==> src/rtl/digit_entry_rpn.sv <==
// digit_entry_rpn: keypad-to-binary operand entry for the 8-bit RPN ULA.
// Accumulates one digit per key press in decimal, hex or octal. It rejects
// invalid digits, values above 255 and extra digits. Enter commits the value
// as Operando with a one-cycle OperandoValido strobe.
// Optional feature macro: DEBOUNCE_EN adds a per-key debouncer ahead of the
// edge detectors. The default build uses raw key levels.
module digit_entry_rpn #(
  parameter int DEBOUNCE_CYCLES = 50000,
  parameter int CNT_W           = 16
) (
  input  logic       Clock,
  input  logic       Reset,
  input  logic [3:0] Digito,
  input  logic       DigitoKey,
  input  logic       EnterKey,
  input  logic       LimparKey,
  input  logic [1:0] Base,
  output logic [7:0] Acumulado,
  output logic [7:0] Operando,
  output logic       OperandoValido,
  output logic [1:0] NumDigitos,
  output logic       Erro
);

  typedef enum logic [1:0] {
    ST_EMPTY = 2'd0,
    ST_ENTRY = 2'd1,
    ST_ERROR = 2'd2
  } state_t;

  // Key bit positions inside the packed key vectors
  localparam int KEY_DIG = 0;
  localparam int KEY_ENT = 1;
  localparam int KEY_LIM = 2;

  // The debounce counter must be able to reach the configured hold time
  if (2 ** CNT_W <= DEBOUNCE_CYCLES) begin : g_cnt_w_check
    $error("CNT_W too small for DEBOUNCE_CYCLES");
  end

  logic [2:0] key_raw;
  logic [2:0] key_lvl;

  assign key_raw = {LimparKey, EnterKey, DigitoKey};

`ifdef DEBOUNCE_EN
  logic [CNT_W-1:0] cnt_q [3];
  logic [CNT_W-1:0] cnt_d [3];
  logic [2:0]       filt_q;
  logic [2:0]       filt_d;

  // Filtered level follows the raw key only after it has held a new level for DEBOUNCE_CYCLES cycles
  always_comb begin
    for (int i = 0; i < 3; i++) begin
      cnt_d[i]  = cnt_q[i];
      filt_d[i] = filt_q[i];
      if (key_raw[i] == filt_q[i]) begin
        cnt_d[i] = '0;
      end else if (cnt_q[i] == CNT_W'(DEBOUNCE_CYCLES - 1)) begin
        filt_d[i] = key_raw[i];
        cnt_d[i]  = '0;
      end else begin
        cnt_d[i] = cnt_q[i] + 1'b1;
      end
    end
  end

  // Debounce state registers, cleared by reset
  always_ff @(posedge Clock) begin
    if (!Reset) begin
      filt_q <= '0;
      for (int i = 0; i < 3; i++) cnt_q[i] <= '0;
    end else begin
      filt_q <= filt_d;
      for (int i = 0; i < 3; i++) cnt_q[i] <= cnt_d[i];
    end
  end

  assign key_lvl = filt_q;
`else
  assign key_lvl = key_raw;
`endif

  state_t      state_q, state_d;
  logic [7:0]  acc_q, acc_d;
  logic [7:0]  oper_q, oper_d;
  logic        valid_q, valid_d;
  logic [1:0]  num_q, num_d;
  logic        erro_q, erro_d;
  logic [1:0]  base_q, base_d;
  logic [2:0]  hist_q, hist_d;

  logic [2:0]  key_ev;
  logic [11:0] radix;
  logic [1:0]  max_digits;
  logic [11:0] cand;
  logic        digit_ok;

  // Radix and digit limit for the registered base; code 11 behaves as decimal
  always_comb begin
    radix      = 12'd10;
    max_digits = 2'd3;
    case (base_q)
      2'b01: begin
        radix      = 12'd16;
        max_digits = 2'd2;
      end
      2'b10: begin
        radix      = 12'd8;
        max_digits = 2'd3;
      end
      default: begin
        radix      = 12'd10;
        max_digits = 2'd3;
      end
    endcase
  end

  // Candidate value is kept at 12 bits so an overflow past 255 is visible
  assign cand     = 12'(acc_q) * radix + 12'(Digito);
  assign digit_ok = (12'(Digito) < radix) && (cand <= 12'd255) && (num_q < max_digits);
  assign key_ev   = key_lvl & ~hist_q;

  // Next-state logic: base change beats Limpar, Limpar beats Enter, Enter beats a digit
  always_comb begin
    state_d = state_q;
    acc_d   = acc_q;
    oper_d  = oper_q;
    valid_d = 1'b0;
    num_d   = num_q;
    base_d  = base_q;
    hist_d  = key_lvl;
    if (Base != base_q) begin
      base_d  = Base;
      acc_d   = '0;
      num_d   = '0;
      state_d = ST_EMPTY;
    end else if (key_ev[KEY_LIM]) begin
      acc_d   = '0;
      num_d   = '0;
      state_d = ST_EMPTY;
    end else if (key_ev[KEY_ENT]) begin
      if (state_q == ST_ENTRY) begin
        oper_d  = acc_q;
        valid_d = 1'b1;
        acc_d   = '0;
        num_d   = '0;
        state_d = ST_EMPTY;
      end
    end else if (key_ev[KEY_DIG]) begin
      if (state_q != ST_ERROR) begin
        if (digit_ok) begin
          acc_d   = cand[7:0];
          num_d   = num_q + 2'd1;
          state_d = ST_ENTRY;
        end else begin
          state_d = ST_ERROR;
        end
      end
    end
    erro_d = (state_d == ST_ERROR);
  end

  // Entry FSM and registered outputs; reset discards any entry in progress
  always_ff @(posedge Clock) begin
    if (!Reset) begin
      state_q <= ST_EMPTY;
      acc_q   <= '0;
      oper_q  <= '0;
      valid_q <= 1'b0;
      num_q   <= '0;
      erro_q  <= 1'b0;
      base_q  <= Base;
      hist_q  <= '0;
    end else begin
      state_q <= state_d;
      acc_q   <= acc_d;
      oper_q  <= oper_d;
      valid_q <= valid_d;
      num_q   <= num_d;
      erro_q  <= erro_d;
      base_q  <= base_d;
      hist_q  <= hist_d;
    end
  end

  assign Acumulado      = acc_q;
  assign Operando       = oper_q;
  assign OperandoValido = valid_q;
  assign NumDigitos     = num_q;
  assign Erro           = erro_q;

endmodule
==> config.mk <==
export PLATFORM = sky130hd
export DESIGN_NAME = digit_entry_rpn
export DESIGN_NICKNAME = d
export VERILOG_FILES = /design/src/rtl/digit_entry_rpn.sv
export SDC_FILE = /design/constraint.sdc
export NUM_CORES = 1
export LEC_CHECK = 0
export CAP_MARGIN = 10
export CORE_ASPECT_RATIO = 1.4
export CORE_MARGIN = 2
export CORE_UTILIZATION = 49
export DETAILED_ROUTE_END_ITERATION = 12
export PLACE_DENSITY = 0.74
export SYNTH_ARGS = -nofsm -noshare
export SYNTH_HDL_FRONTEND = slang
export SYNTH_SLANG_ARGS = --single-unit
==> constraint.sdc <==
create_clock -name Clock -period 3.7 [get_ports Clock]
set_input_delay 0.555 -clock Clock [delete_from_list [all_inputs] [get_ports Clock]]
set_output_delay 0.555 -clock Clock [all_outputs]
set_load 0.005 [all_outputs]
After elaboration in Yosys (flattened, before gate mapping)
Cells that the tools add are included.
- add/subtract/negate cells: 2
- multipliers: 1
- magnitude comparators: 3
- equality and inequality tests: 8
- multiplexer cells: 22
- bitwise logic cells: 6
- reductions and logical operators: 9
- operator list (operator ; count):
    2-to-1 mux 8 bit ; 5
    2-to-1 mux 2 bit ; 14
    adder 12 x 4 -> 12 bit ; 1
    less-or-equal comparator 12 x 8 -> 1 bit (second input constant) ; 1
    < comparator 4 x 12 -> 1 bit ; 1
    multiplier 8 x 12 -> 12 bit ; 1
    one-hot mux 5 bit (2 select lines) ; 1
    AND reduction 4 bit ; 2
    nonzero test 2 bit ; 3
    == test 2 x 1 -> 1 bit (second input constant) ; 2
    == test 2 bit (second input constant) ; 2
    != test 2 x 1 -> 1 bit (second input constant) ; 2
    inverter 1 bit ; 4
    OR reduction 4 bit ; 1
    bitwise AND 3 bit ; 1
    inverter 3 bit ; 1
    OR reduction 3 bit ; 1
    adder 2 x 1 -> 2 bit (second input constant) ; 1
    logical AND 1 bit ; 2
    < comparator 2 bit ; 1
    2-to-1 mux 1 bit ; 2
    != test 2 bit ; 1
    != test 2 bit (second input constant) ; 1
- register bits after elaboration: 27
- output and inout port bits: 20

Longest topological paths before layout
- word-level depth: 14
- mapped depth: 16

Least setup slack after synthesis
Ideal clock, no wire load.
- path kind: flip-flop to flip-flop
- from: register base_q[0]
- to: register erro_q, in the netlist Erro
- library setup time: 0.086 ns
- data arrival time: 3.709 ns
- slack: -0.095 ns
- cell stages (with the launch flop): 14
- buffers on the path: 1
- path through: edfxtp_1 -> ha_1 -> and2_1 -> ha_1 -> ha_1 -> fa_1 -> fa_1 -> a211oi_1 -> nor3b_1 -> o21a_1 -> o221ai_1 -> clkbuf_1 -> nor2_1 -> a211oi_1
- word-level cells in the longest chain between the ends: 14
- ends and longest elaborated chain (item ; RTL line ; RTL):
    from (decl) ; 90 ; logic [1:0] base_q, base_d;
    from (signal assigned) ; 173 ; base_q <= Base;
    from (signal assigned) ; 182 ; base_q <= base_d;
    == test 2 bit or == test 2 x 1 -> 1 bit (tied branches) ; 103 ; case (base_q)
    one-hot mux 5 bit (2 select lines) ; 103 ;
    multiplier 8 x 12 -> 12 bit ; 120 ; assign cand = 12'(acc_q) * radix + 12'(Digito);
    adder 12 x 4 -> 12 bit ; 120 ;
    less-or-equal comparator 12 x 8 -> 1 bit ; 121 ; assign digit_ok = (12'(Digito) < radix) && (cand <= 12'd255) && (num_q < max_digits);
    logical AND 1 bit (2 in series) ; 121 ;
    2-to-1 mux 2 bit ; 152 ; if (digit_ok) begin
    2-to-1 mux 2 bit ; 151 ; if (state_q != ST_ERROR) begin
    2-to-1 mux 2 bit ; 150 ; end else if (key_ev[KEY_DIG]) begin
    2-to-1 mux 2 bit ; 142 ; end else if (key_ev[KEY_ENT]) begin
    2-to-1 mux 2 bit ; 138 ; end else if (key_ev[KEY_LIM]) begin
    2-to-1 mux 2 bit * ; 133 ; if (Base != base_q) begin
    == test 2 bit * ; 161 ; erro_d = (state_d == ST_ERROR);
    to (signal assigned) ; 181 ; erro_q <= erro_d;
    to (decl) ; 89 ; logic erro_q, erro_d;
Every way passes the cells marked *; elsewhere a longest branch is shown, timed or not.
A chain may end at the register's enable or synchronous reset.

Final worst setup path
- from: register base_q[0]
- to: register acc_q[2], in the netlist Acumulado[2]
- word-level cells in the longest chain between the ends: 9
- ends and longest elaborated chain (item ; RTL line ; RTL):
    == test 2 bit or == test 2 x 1 -> 1 bit (tied branches) ; 103 ;
    one-hot mux 5 bit (2 select lines) ; 103 ;
    multiplier 8 x 12 -> 12 bit ; 120 ;
    adder 12 x 4 -> 12 bit ; 120 ;
    less-or-equal comparator 12 x 8 -> 1 bit ; 121 ;
    logical AND 1 bit (2 in series) ; 121 ;
    nonzero test 2 bit (no line) ; n/a ;
    AND reduction 4 bit (no line) ; n/a ;
    to (signal assigned) ; 168 ; acc_q <= '0;
    to (signal assigned) ; 177 ; acc_q <= acc_d;
    to (decl) ; 85 ; logic [7:0] acc_q, acc_d;
Several ways; a longest one is shown, not always the timed one. The select of a mux whose other input is x is not followed.

==> impl_metrics.yaml <==
grt:
  grt_pass1_vias: 2003
  grt.total_usage_pct: 25.14
  grt_overflow: 0
  grt_pass1_wl_um: 9273
  antenna_found_initial: 0
  grt_start_max_net_pins: 17
yosys:
  synth_ff_type: "dfxtp_1"
  ys_async_sr_fraction_pct: 0
  synth_area_per_cell_sq_um: 8.992
  yosys.area.top_type: "dfxtp_1"
  synth.cell_area_sq_um: 2068
  ys_ff_latch: 27
  synth_area_leaders: "dfxtp_1, ha_1, nor2b_1"
  ys_warn_count: 0
  syn-num-nets: 280
  syn-instance-count: 230
  yosysUniqueCellTypes: 38
  synth_edf_count: 2
  synth_top_area_share_pct: 24.20
  yosysSeqAreaShare_pct: 27.10
clock_network:
  cts_buffer_depth: 2
  clkLatencyLatePin_ns: 0.28
  cts_buffers: 3
  cts_root_buffer: "clkbuf_8"
  clock-sinks: 27
  postCtsHoldBufs: 0
  h-tree-depth: 1
  cts_tree: "yes"
  path_clk_slew_ns: 0.10
timing:
  relSlewSlack_pct: 66.25
  setup_viol: 11
  fin_skew_ns: 0.01186
  clock.fmax_mhz: 255.9
  whs_ns: 0.5154
  setup_slack_ns: -0.2084
  rsz0062_at_grt: "true"
  min_period_ns: 3.908
  finalCritPeriodShare_pct: 105.6
  final-max-slew-violation-count: 0
  tightestPinTransition_ns: 0.5026
  hold_viol_final: 0
worst_hold_path:
  worstHoldPathType: "flip-flop to flip-flop"
floorplanning:
  die_area_sq_um: 4764
  core-area_sq_um: 3986
  num_io_pins: 31
  start_util_pct: 51.88
  die_y_um: 80.87
  die_w_um: 58.91
  row_count: 27
worst_setup_path:
  worst_setup_path_end_kind: "flip-flop"
  crit_family: "adder cells"
  worst_setup_path_start_kind: "flip-flop"
  slowest_delay_ns: 0.50
  rrSetupSlack_ns: -0.21
  crit_buf_inv: 3
  path_max_fanout: 6
  slowest_stage: "edfxtp_1"
  critPathArrivalTime_ns: 4.09
  path_class: "flip-flop to flip-flop"
  path_cells: "ha_4, buf_4, and2_4, ha_1, fa_1, ha_4, ha_4, a21o_1, a311o_1, nor2_4, xnor2_1, buf_4, buf_4, o21ai_1, a21oi_1"
  cp.required_ns: 3.88
detailed_routing:
  via_count: 2071
  vias_per_cell: 5.968
  drt_iter0_drc: 184
  route.detailed.drc: 3
  wirelength_um: 6551
  dr.pass1.iters: 9
  post_drt_wl_per_cell_um: 18.88
  ant_nets: 0
cells_and_area:
  post-route-util_pct: 81.14
  fin_area_sq_um: 3234
  layout.nets: 355
  syn_to_final_growth_pct: 56.38
  num_antenna_cells: 0
  final_layout_size_suffix_gt1_share_pct: 34.87
pwr:
  power.density_nw_per_um2: 182.1
  seqPwrFrac_pct: 51.5
  p_clk_share_pct: 29.9
  leakagePower_nw: 1.386
  swShare_pct: 26.43
  irDropWorstVdd_mv: 0.2858
  p_int_mw: 0.4333
  p_sw_mw: 0.1557
  combPwrFrac_pct: 18.6
  power_mw: 0.5891
placement:
  portBuffers: 30
  hpwl_um: 4043
  gp_congestion: 0.9068
  post_dp_cell_area_sq_um: 2650
run:
  drv_cap: 0
run_status:
  outcome: "finished, violations left"
  violations: "DRC, setup timing"
==> cells in the mapped netlist, types with 4 or more instances <==
master	count
mux2i_1	8
nor3_1	6
nand3_1	12
ha_1	33
xor2_1	4
clkbuf_1	4
nor2b_1	21
xnor2_1	6
nand2_1	8
a21oi_1	15
inv_1	11
nor2_1	13
and2_1	17
o21ai_1	10
dfxtp_1	25
fa_1	6
==> placed cells by master, fill, tap and decap left out, types with 5 or more instances in the layout <==
cell,n
buf_4,39
fa_1,5
ha_1,11
o21ai_1,9
dfxtp_1,25
ha_4,20
xnor2_1,6
a21oi_1,11
clkdlybuf4s50_1,30
nor2_1,11
mux2i_1,8
inv_1,8
and2_1,13
nor2b_1,17
buf_6,5
nand3_1,11
nand2_1,7
==> per-stage QoR <==
step | setup slack (ns) | instances | TNS (ns)
detailed placement | -0.2155 | 329 | -1.808
finish | -0.2084 | 347 | -1.267
CTS | -0.07372 | 339 | -0.07372
global route | -0.2779 | 347 | -2.736
global placement | -0.1753 | 329 | -1.447
floorplan | 0.007375 | 230 | 0
==> metal layers <==
| metal | vias to the layer above | global-route usage [%] | wire length (um) |
|---|---|---|---|
| met2 | 102 | 44.78 | 3345 |
| met5 | - | 0 | 0 |
| li1 | 962 | - | - |
| met3 | 32 | 3.662 | 359 |
| met4 | 0 | 9.318 | 368 |
| met1 | 975 | 29.93 | 2478 |
==> path summary, 6_finish.rpt <==
path / startpoint / to / cells past startpoint
worst max-delay path: base_q[0]$_DFFE_PP_ / Acumulado[2]$_SDFFE_PP0P_ / 15
worst min-delay path: state_q[0]$_SDFF_PN0_ / state_q[0]$_SDFF_PN0_ / 2
worst min register to register: state_q[0]$_SDFF_PN0_ / state_q[0]$_SDFF_PN0_ / 2
worst max register to register: base_q[0]$_DFFE_PP_ / Acumulado[2]$_SDFFE_PP0P_ / 15
==> power by group through the flow <==
stage	registers, mW	clock network, mW	logic [mW]
2_1_floorplan	0.308	0	0.0403
3_3_place_gp	0.309	0	0.0811
3_5_place_dp	0.309	0	0.0813
4_1_cts	0.303	0.174	0.0963
5_1_grt	0.304	0.188	0.118
6_report	0.303	0.176	0.110
==> final cells by class <==
type / count / area, sq um
clock buffer: 3 / 41.29
clock inverter: 1 / 7.507
fill: 226 / 752.0
inverter: 12 / 45.04
multi-input combinational: 185 / 1852
sequential: 27 / 560.5
tap: 43 / 53.80
timing repair buffer: 76 / 674.4
==> registers in the layout (all words and copies together), names as in the netlist <==
| signal | flops |
|---|---|
| base_q | 2 |
| Acumulado | 8 |
| NumDigitos | 2 |
| state_q | 2 |
| hist_q | 3 |
| OperandoValido | 1 |
| Erro | 1 |
| Operando | 8 |
==> repair_timing <==
item,CTS,global route
resized for setup,32,34
pin swaps,23,34
buffers inserted,6,7
endpoints found under the setup margin,13,13
cloned,0,1
==> kinds of logic after synthesis <==
group / after synthesis / share of synthesized area (%)
AND/OR/NAND/NOR: 86 / 22.93
AO/OA/AOI/OAI: 42 / 12.70
adder cells (fa/ha/maj): 39 / 25.77
flip-flops: 27 / 27.10
buffers and inverters: 18 / 3.387
XOR/XNOR: 10 / 4.235
multiplexers: 8 / 3.872
==> worst register-to-register path, cell delays in order (launching register included) <==
cell and delay [ns]:
edfxtp_1 0.50, ha_4 0.24, buf_4 0.14, and2_4 0.15
ha_1 0.30, fa_1 0.50, ha_4 0.30, ha_4 0.19
a21o_1 0.17, a311o_1 0.36, nor2_4 0.18, xnor2_1 0.18
buf_4 0.19, buf_4 0.12, o21ai_1 0.07, a21oi_1 0.22
No activity file was read; power rests on OpenSTA's default activity.
